### src/rtl/goboard_info_pkg.sv
// Shared geometry, control codes and state type for the goboard info-text panel.
package goboard_info_pkg;

  localparam int INFO_COLS   = 16;
  localparam int INFO_ROWS   = 32;
  localparam int INFO_ADDR_W = 9;
  localparam int INFO_COL_W  = $clog2(INFO_COLS);
  localparam int INFO_ROW_W  = $clog2(INFO_ROWS);

  localparam logic [7:0] CHR_SPACE = 8'h20;
  localparam logic [7:0] CHR_CR    = 8'h0D;
  localparam logic [7:0] CHR_LF    = 8'h0A;
  localparam logic [7:0] CHR_BS    = 8'h08;
  localparam logic [7:0] CHR_FF    = 8'h0C;

  typedef enum logic {
    ST_CLEAR,
    ST_IDLE
  } info_state_e;

endpackage

### src/rtl/goboard_info_writer_if.sv
// Byte-stream input and info-RAM write port of the goboard info writer.
interface goboard_info_writer_if;
  import goboard_info_pkg::*;

  logic                   in_valid;
  logic [7:0]             in_char;
  logic                   in_ready;
  logic                   wea;
  logic [7:0]             ascii;
  logic [INFO_ADDR_W-1:0] write_ram_addr;
  logic                   busy;
  logic [INFO_COL_W-1:0]  cursor_col;
  logic [INFO_ROW_W-1:0]  cursor_row;

  modport master (
    output in_valid, in_char,
    input  in_ready, wea, ascii, write_ram_addr, busy, cursor_col, cursor_row
  );

  modport slave (
    input  in_valid, in_char,
    output in_ready, wea, ascii, write_ram_addr, busy, cursor_col, cursor_row
  );

endinterface

### src/rtl/goboard_info_writer.sv
// Byte stream -> info-text RAM writes with cursor; one registered write the cycle after acceptance.
// in_ready only in IDLE (1 char/cycle); held off for the whole 512-cycle space-fill sweep.
module goboard_info_writer
  import goboard_info_pkg::*;
#(
  parameter int COLS         = INFO_COLS,
  parameter int ROWS         = INFO_ROWS,
  parameter int ADDR_W       = INFO_ADDR_W,
  parameter bit CLEAR_ON_RST = 1'b1
) (
  input  logic                  sys_clk_in,
  input  logic                  arst_n_i,
  goboard_info_writer_if.slave  info
);

  localparam int COL_W = $clog2(COLS);
  localparam int ROW_W = $clog2(ROWS);

  info_state_e       state_q, state_d;
  logic [COL_W-1:0]  col_q, col_d;
  logic [ROW_W-1:0]  row_q, row_d;
  logic [ADDR_W-1:0] clr_cnt_q, clr_cnt_d;
  logic              clr_last_q, clr_last_d;
  logic              wea_q, wea_d;
  logic [7:0]        ascii_q, ascii_d;
  logic [ADDR_W-1:0] addr_q, addr_d;
  logic              busy_q, busy_d;

  logic              dec_write;
  logic              dec_clear;
  logic [7:0]        dec_char;
  logic [ADDR_W-1:0] dec_addr;
  logic [COL_W-1:0]  dec_col;
  logic [ROW_W-1:0]  dec_row;

  // Character decode against the cursor as it stands at acceptance.
  always_comb begin
    dec_write = 1'b0;
    dec_clear = 1'b0;
    dec_char  = info.in_char;
    dec_addr  = {row_q, col_q};
    dec_col   = col_q;
    dec_row   = row_q;
    case (info.in_char) inside
      [8'h20:8'h7E]: begin
        dec_write = 1'b1;
        dec_col   = col_q + 1'b1;
        if (&col_q) dec_row = row_q + 1'b1;
      end
      CHR_CR: dec_col = '0;
      CHR_LF: begin
        dec_col = '0;
        dec_row = row_q + 1'b1;
      end
      CHR_BS: begin
        if (col_q != '0) begin
          dec_write = 1'b1;
          dec_char  = CHR_SPACE;
          dec_col   = col_q - 1'b1;
          dec_addr  = {row_q, col_q - 1'b1};
        end
      end
      CHR_FF: begin
        dec_clear = 1'b1;
        dec_col   = '0;
        dec_row   = '0;
      end
      default: ;
    endcase
  end

  always_comb begin
    state_d    = state_q;
    col_d      = col_q;
    row_d      = row_q;
    clr_cnt_d  = clr_cnt_q;
    clr_last_d = clr_last_q;
    wea_d      = 1'b0;
    ascii_d    = ascii_q;
    addr_d     = addr_q;
    busy_d     = busy_q;
    case (state_q)
      ST_CLEAR: begin
        // Leave only after the last address has actually been presented on the port.
        if (clr_last_q) begin
          state_d    = ST_IDLE;
          busy_d     = 1'b0;
          clr_last_d = 1'b0;
          clr_cnt_d  = '0;
        end else begin
          wea_d      = 1'b1;
          ascii_d    = CHR_SPACE;
          addr_d     = clr_cnt_q;
          clr_cnt_d  = clr_cnt_q + 1'b1;
          clr_last_d = &clr_cnt_q;
        end
      end
      ST_IDLE: begin
        if (info.in_valid) begin
          col_d = dec_col;
          row_d = dec_row;
          wea_d = dec_write;
          if (dec_write) begin
            ascii_d = dec_char;
            addr_d  = dec_addr;
          end
          if (dec_clear) begin
            state_d = ST_CLEAR;
            busy_d  = 1'b1;
          end
        end
      end
      default: state_d = ST_IDLE;
    endcase
  end

  always_ff @(posedge sys_clk_in or negedge arst_n_i) begin
    if (!arst_n_i) begin
      state_q    <= CLEAR_ON_RST ? ST_CLEAR : ST_IDLE;
      busy_q     <= CLEAR_ON_RST;
      col_q      <= '0;
      row_q      <= '0;
      clr_cnt_q  <= '0;
      clr_last_q <= 1'b0;
      wea_q      <= 1'b0;
      ascii_q    <= CHR_SPACE;
      addr_q     <= '0;
    end else begin
      state_q    <= state_d;
      busy_q     <= busy_d;
      col_q      <= col_d;
      row_q      <= row_d;
      clr_cnt_q  <= clr_cnt_d;
      clr_last_q <= clr_last_d;
      wea_q      <= wea_d;
      ascii_q    <= ascii_d;
      addr_q     <= addr_d;
    end
  end

  assign info.in_ready       = (state_q == ST_IDLE);
  assign info.wea            = wea_q;
  assign info.ascii          = ascii_q;
  assign info.write_ram_addr = addr_q;
  assign info.busy           = busy_q;
  assign info.cursor_col     = col_q;
  assign info.cursor_row     = row_q;

endmodule

### src/flat_wrapper.sv
// flat-port wrapper written by rule: the top's interface ports become plain ports
module goboard_info_writer_flat import goboard_info_pkg::*;
#(
  parameter int COLS         = INFO_COLS,
  parameter int ROWS         = INFO_ROWS,
  parameter int ADDR_W       = INFO_ADDR_W,
  parameter bit CLEAR_ON_RST = 1'b1
)
  (sys_clk_in, arst_n_i, info_in_valid, info_in_char, info_in_ready, info_wea, info_ascii, info_write_ram_addr, info_busy, info_cursor_col, info_cursor_row);
  goboard_info_writer_if info_i ();
  input  logic sys_clk_in;
  input  logic arst_n_i;
  input wire logic [$bits(info_i.in_valid)-1:0] info_in_valid;
  input wire logic [$bits(info_i.in_char)-1:0] info_in_char;
  output wire logic [$bits(info_i.in_ready)-1:0] info_in_ready;
  output wire logic [$bits(info_i.wea)-1:0] info_wea;
  output wire logic [$bits(info_i.ascii)-1:0] info_ascii;
  output wire logic [$bits(info_i.write_ram_addr)-1:0] info_write_ram_addr;
  output wire logic [$bits(info_i.busy)-1:0] info_busy;
  output wire logic [$bits(info_i.cursor_col)-1:0] info_cursor_col;
  output wire logic [$bits(info_i.cursor_row)-1:0] info_cursor_row;
  assign info_i.in_valid = info_in_valid;
  assign info_i.in_char = info_in_char;
  assign info_in_ready = info_i.in_ready;
  assign info_wea = info_i.wea;
  assign info_ascii = info_i.ascii;
  assign info_write_ram_addr = info_i.write_ram_addr;
  assign info_busy = info_i.busy;
  assign info_cursor_col = info_i.cursor_col;
  assign info_cursor_row = info_i.cursor_row;
  goboard_info_writer #(.COLS(COLS), .ROWS(ROWS), .ADDR_W(ADDR_W), .CLEAR_ON_RST(CLEAR_ON_RST)) u_core (.sys_clk_in(sys_clk_in), .arst_n_i(arst_n_i), .info(info_i));
endmodule
### config.mk
export PLATFORM = sky130hd
export DESIGN_NAME = goboard_info_writer_flat
export DESIGN_NICKNAME = d
export VERILOG_FILES = /design/src/rtl/goboard_info_pkg.sv /design/src/rtl/goboard_info_writer_if.sv /design/src/rtl/goboard_info_writer.sv /design/src/flat_wrapper.sv
export SDC_FILE = /design/constraint.sdc
export NUM_CORES = 1
export LEC_CHECK = 0
export CAP_MARGIN = 25
export CORE_MARGIN = 8
export CORE_UTILIZATION = 45
export DETAILED_ROUTE_END_ITERATION = 12
export PLACE_DENSITY = 0.71
export SYNTH_ARGS = -nofsm -noshare
export SYNTH_HDL_FRONTEND = slang
export SYNTH_SLANG_ARGS = --single-unit
### constraint.sdc
create_clock -name sys_clk_in -period 3.2 [get_ports sys_clk_in]
set_clock_uncertainty 0.1 [all_clocks]
set_input_delay 0.48 -clock sys_clk_in [delete_from_list [all_inputs] [get_ports sys_clk_in]]
set_output_delay 0.48 -clock sys_clk_in [all_outputs]
set_load 0.02 [all_outputs]
# == Word level (Yosys, flattened, before mapping) ==
# Index checks and enable logic that the tools add are counted.
# Widths: inputs -> output; s select.
# word_totals
regBits,39
# op_classes
addsub,4
n_lt_le_gt_ge,2
n_eq_ne,13
muxes,53
bitwise_logic,1
reduce_logical,10
# op_table
cell,count
$mux 8,8
$mux 4,11
$mux 9,4
$eq 8x4->1 const B,4
$mux 5,6
$mux 1,19
$pmux 9 s2,1
$pmux 8 s2,1
$ne 2x2->1 const B,5
$add 9x1->9 const B,1
$reduce_and 9->1,1
$ge 8x6->1 const B,1
$le 8x7->1 const B,1
$reduce_and 4->1,2
$pmux 1 s2,3
$reduce_and 3->1,2
$reduce_and 6->1,1
$add 5x1->5 const B,1
$ne 5x2->1 const B,1
$reduce_bool 5->1,1
$add 4x1->4 const B,1
$ne 2x1->1 const B,2
$reduce_bool 4->1,1
$sub 4x1->4 const B,1
other kinds (4),4

# == Longest topological paths before layout ==
# Gate-level depths: netlist of run 1.
# logic_depth
depth_word,9
ltp_mapped,9

# == Worst setup path before layout of run 1 ==
# OpenSTA, ideal clock, no wires.
# synth_path
kind,reg2reg
startpoint,"reg u_core.col_q[0], in the netlist u_core.info.cursor_col[0]"
endpoint,"reg u_core.addr_q[0], in the netlist u_core.info.write_ram_addr[0]"
setup_ns,0.127
arrival_ns,2.039
required_ns,2.973
setup_slack_ns,0.934
path_stages_with_launch,10
path_buffers,1
synth_period_minus_slack_ns,2.266
cell_sequence,dfrtp_1 inv_1 ha_1 nor3b_1 nand4b_4 a21oi_2 nor2_2 inv_2 buf_6 mux2_1
# synth_via
elab_chain_cells,9
elab_cells_between_ends,17
cone_classes,add/sub: 1; eq/ne: 1; mux: 13; reduce/logical: 2
# synth_lines
element,line,rtl
"start, declared",goboard_info_writer.sv:20,"logic [COL_W-1:0] col_q, col_d;"
"start signal, assigned",goboard_info_writer.sv:131,col_q <= col_d;
$sub 4x1->4 / $reduce_bool 4->1 (equally long branches),"goboard_info_writer.sv:60, goboard_info_writer.sv:56",
$mux 4,goboard_info_writer.sv:56,if (col_q != '0) begin
$mux 4 (4 in a row),goboard_info_writer.sv:44,case (info.in_char) inside
$mux 9,goboard_info_writer.sv:103,if (dec_write) begin
$mux 9,goboard_info_writer.sv:99,if (info.in_valid) begin
$pmux 9 s2,goboard_info_writer.sv:82,case (state_q)
"end signal, assigned",goboard_info_writer.sv:137,addr_q <= addr_d;
"end, declared",goboard_info_writer.sv:26,"logic [ADDR_W-1:0] addr_q, addr_d;"
# Parallel ways exist; a longest one is shown, timed or not. The select of a mux whose other input is x is not followed.
# A chain may end at the register's enable or synchronous reset.

# == Final worst setup path of run 1 ==
# layout_path
startpoint,in info_in_char[5]
endpoint,"reg u_core.addr_q[3], in the netlist u_core.info.write_ram_addr[3]"
# layout_via
elab_chain_cells,8
elab_cells_between_ends,19
cone_classes,order compare: 2; eq/ne: 4; mux: 11; reduce/logical: 2
# layout_lines
element,line,rtl
"start, declared",flat_wrapper.sv:14,input wire logic [$bits(info_i.in_char)-1:0] info_in_char;
$eq 8x4->1 (no source line),n/a,
$mux 4 (4 in a row),goboard_info_writer.sv:44,
$mux 9,goboard_info_writer.sv:103,
$mux 9,goboard_info_writer.sv:99,
$pmux 9 s2,goboard_info_writer.sv:82,
# Parallel ways exist; a longest one is shown, timed or not. The select of a mux whose other input is x is not followed.

==> results of run 1 <==
## flip-flops by register name, indices dropped and copies added, names as in the netlist
register	cells
u_core.clr_cnt_q	9
u_core.clr_last_q	1
u_core.info.ascii	8
u_core.info.busy	1
u_core.info.cursor_col	4
u_core.info.cursor_row	5
u_core.info.in_ready	1
u_core.info.wea	1
u_core.info.write_ram_addr	9
## worst max path at each step
stage,start,to,slack [ps]
after global placement,info_in_char[4],u_core.info.write_ram_addr[2],420
final,info_in_char[5],u_core.info.write_ram_addr[3],650
after detailed placement,info_in_char[4],u_core.info.write_ram_addr[2],360
after floorplan,u_core.info.cursor_col[0],u_core.info.write_ram_addr[0],930
after CTS,info_in_char[4],u_core.info.write_ram_addr[2],670
after global routing,info_in_char[4],u_core.info.write_ram_addr[3],510
## cells by family after synthesis
family,after synthesis,share of synthesized area (%)
DFF,39,47.0
and+or+nand+nor,73,19.5
AOI/OAI and AO/OA,54,16.2
muxes,19,9.38
xor gates and xnor gates,1,0.421
adders and majority gates,5,3.01
buffers and inverters,21,4.39
## per-stage QoR
step	hold WS [ps]	cell area [um2]	std cells
global placement	373	2520	298
detailed placement	376	2520	298
global route	258	2600	306
CTS	228	2600	306
finish	188	2600	306
floorplan	84.4	2080	212
## layout make-up
class / count / area [um2]
Fill cell: 389 / 1810
Multi-Input combinational cell: 152 / 1010
Sequential cell: 39 / 978
Timing Repair Buffer: 44 / 423
Clock buffer: 7 / 76.3
Tap cell: 52 / 65.1
Inverter: 11 / 41.3
Clock inverter: 1 / 5.00
## cell usage after synthesis, types with 2 or more instances
cell and number:
a22o_1 6, mux2_2 3, mux2i_1 15, buf_2 4, nand2_1 19, dfrtp_1 37
nand4_1 6, ha_1 5, a21oi_1 12, a31oi_1 7, and3_1 8, o21ai_0 17
nor2b_1 3, and2_1 3, clkbuf_1 5, inv_1 10, dfstp_2 2, nor3_1 8
o22ai_1 2, nand2b_1 2, nor2_1 12, nand3_1 6
## worst reg2reg max path: stages (launching register included)
cell and delay, ps:
dfrtp_1 430, inv_1 170, ha_1 230, nor3b_1 310, nand4b_4 240, a21oi_2 80
nor2_2 240, inv_2 190, mux2_1 340
## power groups by stage
stage / logic, mW / clock network (mW) / registers, mW
after floorplan: 0.215 / 0 / 0.730
after global placement: 0.488 / 0 / 0.671
after detailed placement: 0.491 / 0 / 0.672
after CTS: 0.494 / 0.333 / 0.664
after global routing: 0.532 / 0.359 / 0.682
final: 0.488 / 0.327 / 0.664
## cells in the final DEF, fill, tap and decap left out, types with 2 or more instances in the layout
cell type and instances:
dfrtp_1 37, buf_4 5, o22ai_1 2, dfstp_2 2, and2_1 3, clkbuf_8 5, inv_1 10, mux2_2 3
nand3_1 6, clkdlybuf4s50_1 38, o21ai_0 17, nor2_1 12, nor3_1 8, mux2i_1 15, nor2b_1 3, nand2b_1 2
a21oi_1 12, ha_1 5, a22o_1 6, a31oi_1 7, and3_1 8, clkbuf_1 2, nand2_1 19, nand4_1 6
## per-layer routing
metal | vias up | wire [um]
li1 | 854 | -
met1 | 818 | 2440
met2 | 43 | 2170
met3 | 6 | 333
met4 | 0 | 60
met5 | - | 0
==> impl_metrics.yaml, run 1 <==
worst_setup_path:
  crit_type: "in -> reg"
  arrival_time_worst_endpoint_ps: 2640
  cp.buffers_inverters: 2
  worst_ep_required_time_ps: 3290
  worstPathMaxFanout: 12
  critical_path.reg2reg.endpoint: "u_core.info.write_ram_addr[0]"
  cp_num_cells: 7
  crit_path_start_kind: "input pin"
  worstReg2RegStart: "u_core.info.cursor_col[0]"
  critPathCaptureType: "register"
  timing.reg2reg.worst_path_depth: 8
  critical-path-max-stage-delay_ps: 550
  worstPathCellList: "clkdlybuf4s50_1 > nor4_4 > nand4b_4 > a21oi_2 > nor2_2 > inv_2 > mux2_2"
  master_of_the_slowest_instance_on_the_critical_path: "nor4_4"
  timing.reg2reg.setup_slack_ps: 760
  crit_family: "simple AND/OR/NAND/NOR gates"
route:
  wire_per_inst_um: 16.4
  antenna_violating_nets_post_route: 0
  totalWireLength_mm: 5.01
  vias: 1721
  firstDrtPassIters: 6
  detail_route.drc_violations: 0
  detail_route.iter0.violations: 168
  detail_route.vias_per_cell: 5.62
synth:
  synthArstFlopShare_pct: 100
  gate_count_post_synth: 212
  synth_cell_types: 42
  synthesis.yosys.warnings: 0
  synth_sequential_area_ratio_pct: 47.0
  synthesis.area_mm2: 0.00208
  synth.top_cells.by_area: "dfrtp_1, mux2i_1, o21ai_0"
  ys_dominant_reg_cell: "dfrtp_1"
  yosys.area.top_type: "dfrtp_1"
  number_of_synthesized_register_bits: 39
  syn-num-nets: 228
  synth_largest_type_area_fraction_pct: 44.5
  synth_enable_flop_cells: 0
  postSynthAreaPerCell_um2: 9.81
pwr:
  power.clock.fraction_pct: 22.1
  p_per_cell_area_mw_per_mm2: 569
  comb_power_share_pct: 33.0
  intPower_mw: 0.972
  overall_power_consumption_mw: 1.48
  switchingPower_mw: 0.507
  power.leakage_nw: 1.21
  ir_drop_uv: 346
  power_switching_share_pct: 34.3
  seq_power_share_pct: 44.9
global_routing:
  grt.met1_usage_pct: 19.4
  grt-busiest-layer: "met2"
  groute.layer.met2.usage_pct: 21.6
  number_of_antenna_violations_at_the_first_check_in_global_routing: 0
  grt.met3_usage_pct: 5.96
  grt_first_pass_wirelength_mm: 8.60
  grt_max_degree: 40
  grt-ovfl-total: 0
  gr_util_all_layers_pct: 14.9
  first_global_vias: 1720
finish:
  synthToLayoutAreaGrowth_pct: 25.0
  finish.utilization_pct: 58.9
  final_nets: 269
  insertedDiodeCount: 0
  fraction_of_layout_cells_with_a_size_suffix_above_1_pct: 9.84
clock_tree:
  cts_hold_buffers: 0
  cts_repair_resize_count: 0
  cts_made_buffers: 5
  cts_sinks: 39
  cts_max_level: 2
  setup_repair_bufs_after_cts: 0
  cts.root.buffer_cell: "clkbuf_8"
  cts.clk_slew.worst_paths_ps: 80
  clk_path_buf_depth: 2
  tritoncts: "done"
  worst_skew_pair.late_latency_ps: 290
min_path:
  hold_class: "in -> async"
place:
  place_ws_ps: 360
  routabilityCongestion: 0.861
  port_buffers: 39
  post-dp-hpwl_mm: 3.56
sta:
  unrepaired_setup_endpoints_after_global_routing: "no"
  slew_headroom_pct: 42.7
  drv_slew: 0
  finalCritPeriodShare_pct: 79.8
  hold_vio_cnt_final: 0
  setup-violations-final: 0
  post-route-worst-setup-slack_ps: 648
  setup-tns-final_ps: 0
  max_clock_freq_ghz: 0.392
  finalCriticalPeriod_ps: 2550
  worst-slew-pin-transition_ps: 859
floorplanning:
  row_count: 24
  io_pins: 40
  die_height_um: 84
  die_area_mm2: 0.00706
  die_w_um: 84
  coreArea_mm2: 0.00441
  floorplan.initialDensity_pct: 47.1
status:
  run_status: "completed"
run:
  max-cap-violations: 0
Note: power is estimated with default switching activity, not from simulation.
==> run 2: changes to the inputs <==
--- a/config.mk
+++ b/config.mk
@@ -9,7 +9,7 @@
 export CORE_MARGIN = 8
 export CORE_UTILIZATION = 45
 export DETAILED_ROUTE_END_ITERATION = 12
-export PLACE_DENSITY = 0.71
+export PLACE_DENSITY = 0.74
 export SYNTH_ARGS = -nofsm -noshare
 export SYNTH_HDL_FRONTEND = slang
 export SYNTH_SLANG_ARGS = --single-unit
==> constraint.sdc (replaced) <==
create_clock -name sys_clk_in -period 2.2 [get_ports sys_clk_in]
set_clock_uncertainty 0.1 [all_clocks]
set_input_delay 0.33 -clock sys_clk_in [delete_from_list [all_inputs] [get_ports sys_clk_in]]
set_output_delay 0.33 -clock sys_clk_in [all_outputs]
set_load 0.02 [all_outputs]
==> run 2 against run 1 <==
  * Critical path depth increased by 1
  * Setup slack got worse by 480 ps
  * Cell count grew 8.2%
  * Via count up 5.3%
  * Register-to-register slack worse by 590 ps
  * Sequential power up 45%
  * Wire length grew 3.0%
  * Combinational power increased by 56%
  * First-iteration DRC count fell by 44%
  * Non-clock buffer count grew 25
  * Highest routed layer unchanged
  * Power is 48% higher
  * Global-route usage up 0.12 points
  * Largest cell class unchanged
==> impl_metrics.yaml, run 2 (synthesized netlist as in run 1, its figures left out) <==
finish:
  final_common_cell: "clkdlybuf4s50_1"
  final_area_mm2: 0.00280
  finish.utilization_pct: 63.4
  finalNonFillerCells: 331
  synthToLayoutAreaGrowth_pct: 34.5
  insertedDiodeCount: 0
  fraction_of_layout_cells_with_a_size_suffix_above_1_pct: 18.6
  layout.cells.most_common_list: "clkdlybuf4s50_1, dfrtp_1, buf_4, nand2_1, o21ai_0"
  nFillCells: 368
  final_nets: 294
global_routing:
  first_global_vias: 1836
  gr_util_all_layers_pct: 15.0
  grt_max_degree: 40
  number_of_antenna_violations_at_the_first_check_in_global_routing: 0
  grt_first_pass_wirelength_mm: 8.87
  grt-ovfl-total: 0
clock_tree:
  cts_made_buffers: 5
  cts_repair_resize_count: 0
  cts_max_level: 2
  worst_skew_pair.late_latency_ps: 290
  tritoncts: "done"
  setup_repair_bufs_after_cts: 0
  cts_sinks: 39
  cts.clk_slew.worst_paths_ps: 70
  cts.root.buffer_cell: "clkbuf_8"
  cts_hold_buffers: 1
  clk_path_buf_depth: 2
worst_setup_path:
  master_of_the_slowest_instance_on_the_critical_path: "dfrtp_2"
  critical-path-max-stage-delay_ps: 430
  crit_family: "flip-flops"
  crit_path_start_kind: "register"
  worstPathCellList: "inv_1 > ha_1 > nor3b_2 > nand4b_4 > buf_4 > xnor2_1 > a21oi_1 > mux2_1"
  crit_type: "reg -> reg"
  cp.buffers_inverters: 2
  critPathCaptureType: "register"
  worst_ep_required_time_ps: 2270
  worstPathMaxFanout: 5
  arrival_time_worst_endpoint_ps: 2110
place:
  placedCellCount: 322
  post-dp-hpwl_mm: 3.81
  place_area_mm2: 0.00271
  routabilityCongestion: 0.843
  port_buffers: 39
floorplanning:
  io_pins: 40
  floorplan.initialDensity_pct: 47.1
  die_area_mm2: 0.00706
  row_count: 24
  coreArea_mm2: 0.00441
  die_height_um: 84
  die_w_um: 84
pwr:
  overall_power_consumption_mw: 2.18
  power.leakage_nw: 1.33
  p_per_cell_area_mw_per_mm2: 780
  ir_drop_uv: 456
sta:
  finalCriticalPeriod_ps: 2030
  worst-slew-pin-transition_ps: 520
  slew_headroom_pct: 64.9
  setup-violations-final: 0
  unrepaired_setup_endpoints_after_global_routing: "no"
  max_clock_freq_ghz: 0.492
  hold_vio_cnt_final: 0
  drv_slew: 0
  finalCritPeriodShare_pct: 92.4
  hold_ws_ps: 387
route:
  vias: 1812
  wire_per_inst_um: 15.6
  antenna_violating_nets_post_route: 0
  detail_route.vias_per_cell: 5.47
  detail_route.iter0.violations: 94
  totalWireLength_mm: 5.15
  firstDrtPassIters: 4
  detail_route.drc_violations: 0
status:
  run_status: "completed"
min_path:
  hold_class: "reg -> reg"
run:
  max-cap-violations: 0
run 2: power by group:
group	switching, mW	total, mW	leakage [nW]	internal [mW]
registers	0.114	0.961	0.496	0.846
logic	0.377	0.762	0.788	0.385
clock network	0.238	0.460	0.0422	0.222
run 2: path summary, 6_finish.rpt:
kind                                                 from                             to  slack, ps  depth (start not counted)
min in group asynchronous                        arst_n_i                u_core.info.wea        530                          3
worst min register to register       u_core.info.ascii[7]           u_core.info.ascii[7]        390                          1
max in group asynchronous                        arst_n_i           u_core.info.ascii[5]       1110                          3
worst min-delay path                 u_core.info.ascii[7]           u_core.info.ascii[7]        390                          1
worst max register to register  u_core.info.cursor_col[1]  u_core.info.write_ram_addr[0]        170                          8
worst max-delay path            u_core.info.cursor_col[1]  u_core.info.write_ram_addr[0]        170                          8
run 2: area by class of cell:
class                      instances  area [um2]  share of cell area [%]
clock buffer                       7        76.3                    2.73
clock inverter                     1        5.00                   0.179
inverter                          11        41.3                    1.48
multi-input combinational        152        1020                    36.3
sequential                        39         981                    35.1
tap                               52        65.1                    2.33
timing repair buffer              69         613                    21.9
run 2: metrics by stage:
stage,setup TNS (ps),setup slack (ps)
2_1_floorplan,0,13.7
5_1_grt,0,19.6
6_report,0,167
3_5_place_dp,-1420,-118
3_3_place_gp,-665,-76.6
4_1_cts,0,162
run 2: worst register-to-register path: stages (launching register included):
cell	delay, ps
dfrtp_2	430
inv_1	140
ha_1	230
nor3b_2	230
nand4b_4	180
buf_4	130
xnor2_1	110
a21oi_1	80
mux2_1	290
run 2: metal layers:
| metal | routed length (um) | global-route usage, % | vias to the layer above | part of all wire, % |
|---|---|---|---|---|
| met4 | 65 | 5.02 | 0 | 1.3 |
| met2 | 2360 | 23.2 | 39 | 46 |
| met5 | 0 | 0 | - | 0 |
| li1 | - | - | 899 | - |
| met1 | 2440 | 19.3 | 870 | 47 |
| met3 | 290 | 4.59 | 4 | 5.6 |
==> run 3: changes to the inputs <==
--- a/config.mk
+++ b/config.mk
@@ -8,8 +8,11 @@
 export CAP_MARGIN = 25
 export CORE_MARGIN = 8
 export CORE_UTILIZATION = 45
+export CTS_CLUSTER_DIAMETER = 80
 export DETAILED_ROUTE_END_ITERATION = 12
+export HOLD_SLACK_MARGIN = 0.12
 export PLACE_DENSITY = 0.74
+export SETUP_SLACK_MARGIN = 0.2
 export SYNTH_ARGS = -nofsm -noshare
 export SYNTH_HDL_FRONTEND = slang
 export SYNTH_SLANG_ARGS = --single-unit
==> run 3 against run 2 <==
  * First-iteration DRC count down 21%
  * Cell area increased by 2.5%
  * Sequential power barely moved
  * Largest cell class unchanged
==> impl_metrics.yaml, run 3 (synthesized netlist as in run 1, its figures left out) <==
pwr:
  seq_power_share_pct: 42.0
  p_per_cell_area_mw_per_mm2: 797
  intPower_mw: 1.53
  ir_drop_uv: 451
  power.clock.fraction_pct: 21.5
  switchingPower_mw: 0.755
  power_switching_share_pct: 33.0
  power.leakage_nw: 1.37
  comb_power_share_pct: 36.5
global_routing:
  grt.met1_usage_pct: 19.2
  grt_max_degree: 19
  number_of_antenna_violations_at_the_first_check_in_global_routing: 0
  first_global_vias: 1877
  grt-busiest-layer: "met2"
  grt_first_pass_wirelength_mm: 9.07
  groute.layer.met2.usage_pct: 24.3
  gr_util_all_layers_pct: 15.5
  grt.met3_usage_pct: 5.66
  grt-ovfl-total: 0
clock_tree:
  cts_max_level: 2
  clk_path_buf_depth: 2
  tritoncts: "done"
  cts.root.buffer_cell: "clkbuf_8"
  cts_made_buffers: 5
  cts_sinks: 39
  worst_skew_pair.late_latency_ps: 290
  cts.clk_slew.worst_paths_ps: 80
sta:
  finalCriticalPeriod_ps: 1950
  post-route-worst-setup-slack_ps: 249
  max_clock_freq_ghz: 0.512
  finalCritPeriodShare_pct: 88.7
  slew_headroom_pct: 72.4
  unrepaired_setup_endpoints_after_global_routing: "no"
  setup-violations-final: 0
  hold_ws_ps: 395
  drv_slew: 0
  hold_vio_cnt_final: 0
  worst-slew-pin-transition_ps: 414
place:
  place_area_mm2: 0.00270
  routabilityCongestion: 0.859
  post-dp-hpwl_mm: 3.98
  place_ws_ps: -121
  port_buffers: 39
route:
  detail_route.drc_violations: 0
  firstDrtPassIters: 4
  detail_route.vias_per_cell: 5.52
  detail_route.iter0.violations: 74
  antenna_violating_nets_post_route: 0
  totalWireLength_mm: 5.48
  vias: 1848
  wire_per_inst_um: 16.3
finish:
  final_common_cell: "dfrtp_1"
  fraction_of_layout_cells_with_a_size_suffix_above_1_pct: 22.3
  synthToLayoutAreaGrowth_pct: 37.9
  final_nets: 298
  final_area_mm2: 0.00287
  insertedDiodeCount: 0
  layout.cells.most_common_list: "dfrtp_1, clkdlybuf4s50_1, buf_4, nand2_1, o21ai_0"
floorplanning:
  io_pins: 40
  die_area_mm2: 0.00706
  floorplan.initialDensity_pct: 47.1
  coreArea_mm2: 0.00441
  die_height_um: 84
  row_count: 24
  die_w_um: 84
min_path:
  hold_class: "in -> async"
worst_setup_path:
  arrival_time_worst_endpoint_ps: 2020
  crit_type: "in -> reg"
  timing.reg2reg.worst_path_depth: 7
  timing.reg2reg.setup_slack_ps: 300
  critical_path.reg2reg.endpoint: "u_core.clr_cnt_q[8]"
  critPathCaptureType: "register"
  worstReg2RegStart: "u_core.clr_cnt_q[0]"
  worstPathMaxFanout: 6
  crit_path_start_kind: "input pin"
  worst_ep_required_time_ps: 2270
status:
  run_status: "completed"
run:
  max-cap-violations: 0
run 3: changes by cell type in the layout (fill, tap and decap cells not counted), sizes merged:
| cell | delta |
|---|---|
| clkdlybuf4s50 | -4 |
| dlygate4sd2 | +3 |
| dlymetal6s2s | +1 |
| buf | +4 |
run 3: stage by stage:
step | setup TNS, ps | std cells | total power, mW | utilization (%)
after floorplan | 0 | 212 | 1.40 | -
after global placement | -419 | 319 | 1.75 | 61.2
after detailed placement | -1030 | 319 | 1.76 | 61.2
after CTS | 0 | 330 | 2.26 | 63.9
after global routing | 0 | 335 | 2.42 | 65.0
final | 0 | 335 | 2.29 | 65.0
run 3: timing repair:
item,CTS,global route
endpoints found under the setup margin,3,11
resized for setup,4,2
pin swaps,1,0
endpoints found under the hold margin,16,0
hold buffers,1,0
buffers inserted,2,5
run 3: final cells by class:
class	instances	area, um2
fill	374	1550
multi-input combinational	152	1050
sequential	39	981
timing repair buffer	73	642
clock buffer	7	86.3
tap	52	65.1
inverter	11	43.8
clock inverter	1	5.00
run 3: power by group through the flow:
stage                     Sequential, mW  Combinational (mW)  Clock [mW]
after floorplan                     1.07               0.337           0
after global placement             0.976               0.772           0
after detailed placement           0.979               0.782           0
after CTS                          0.967               0.787       0.510
after global routing               0.979               0.903       0.538
final                              0.959               0.835       0.492
run 3: worst max-delay path, cell delays in order:
cell	delay [ps]
clkdlybuf4s50_1	460
nor4_4	170
buf_4	190
nand2_1	110
or4b_4	600
nand2b_1	100
mux2i_1	60
run 3: how the worst max path moves through the flow:
stage	start	endpoint	cells after the start
2_1_floorplan	u_core.info.cursor_col[1]	u_core.info.write_ram_addr[0]	9
3_3_place_gp	info_in_char[4]	u_core.info.write_ram_addr[2]	8
3_5_place_dp	info_in_char[4]	u_core.info.cursor_row[4]	8
4_1_cts	info_in_char[7]	u_core.info.cursor_row[4]	8
5_1_grt	u_core.clr_cnt_q[0]	u_core.clr_cnt_q[8]	7
6_report	info_in_char[7]	u_core.info.cursor_row[2]	7
run 3: routing by layer:
metal / vias up / wire length (um)
met5: - / 0
met4: 0 / 55
met3: 6 / 403
met2: 62 / 2610
met1: 864 / 2410
li1: 916 / -
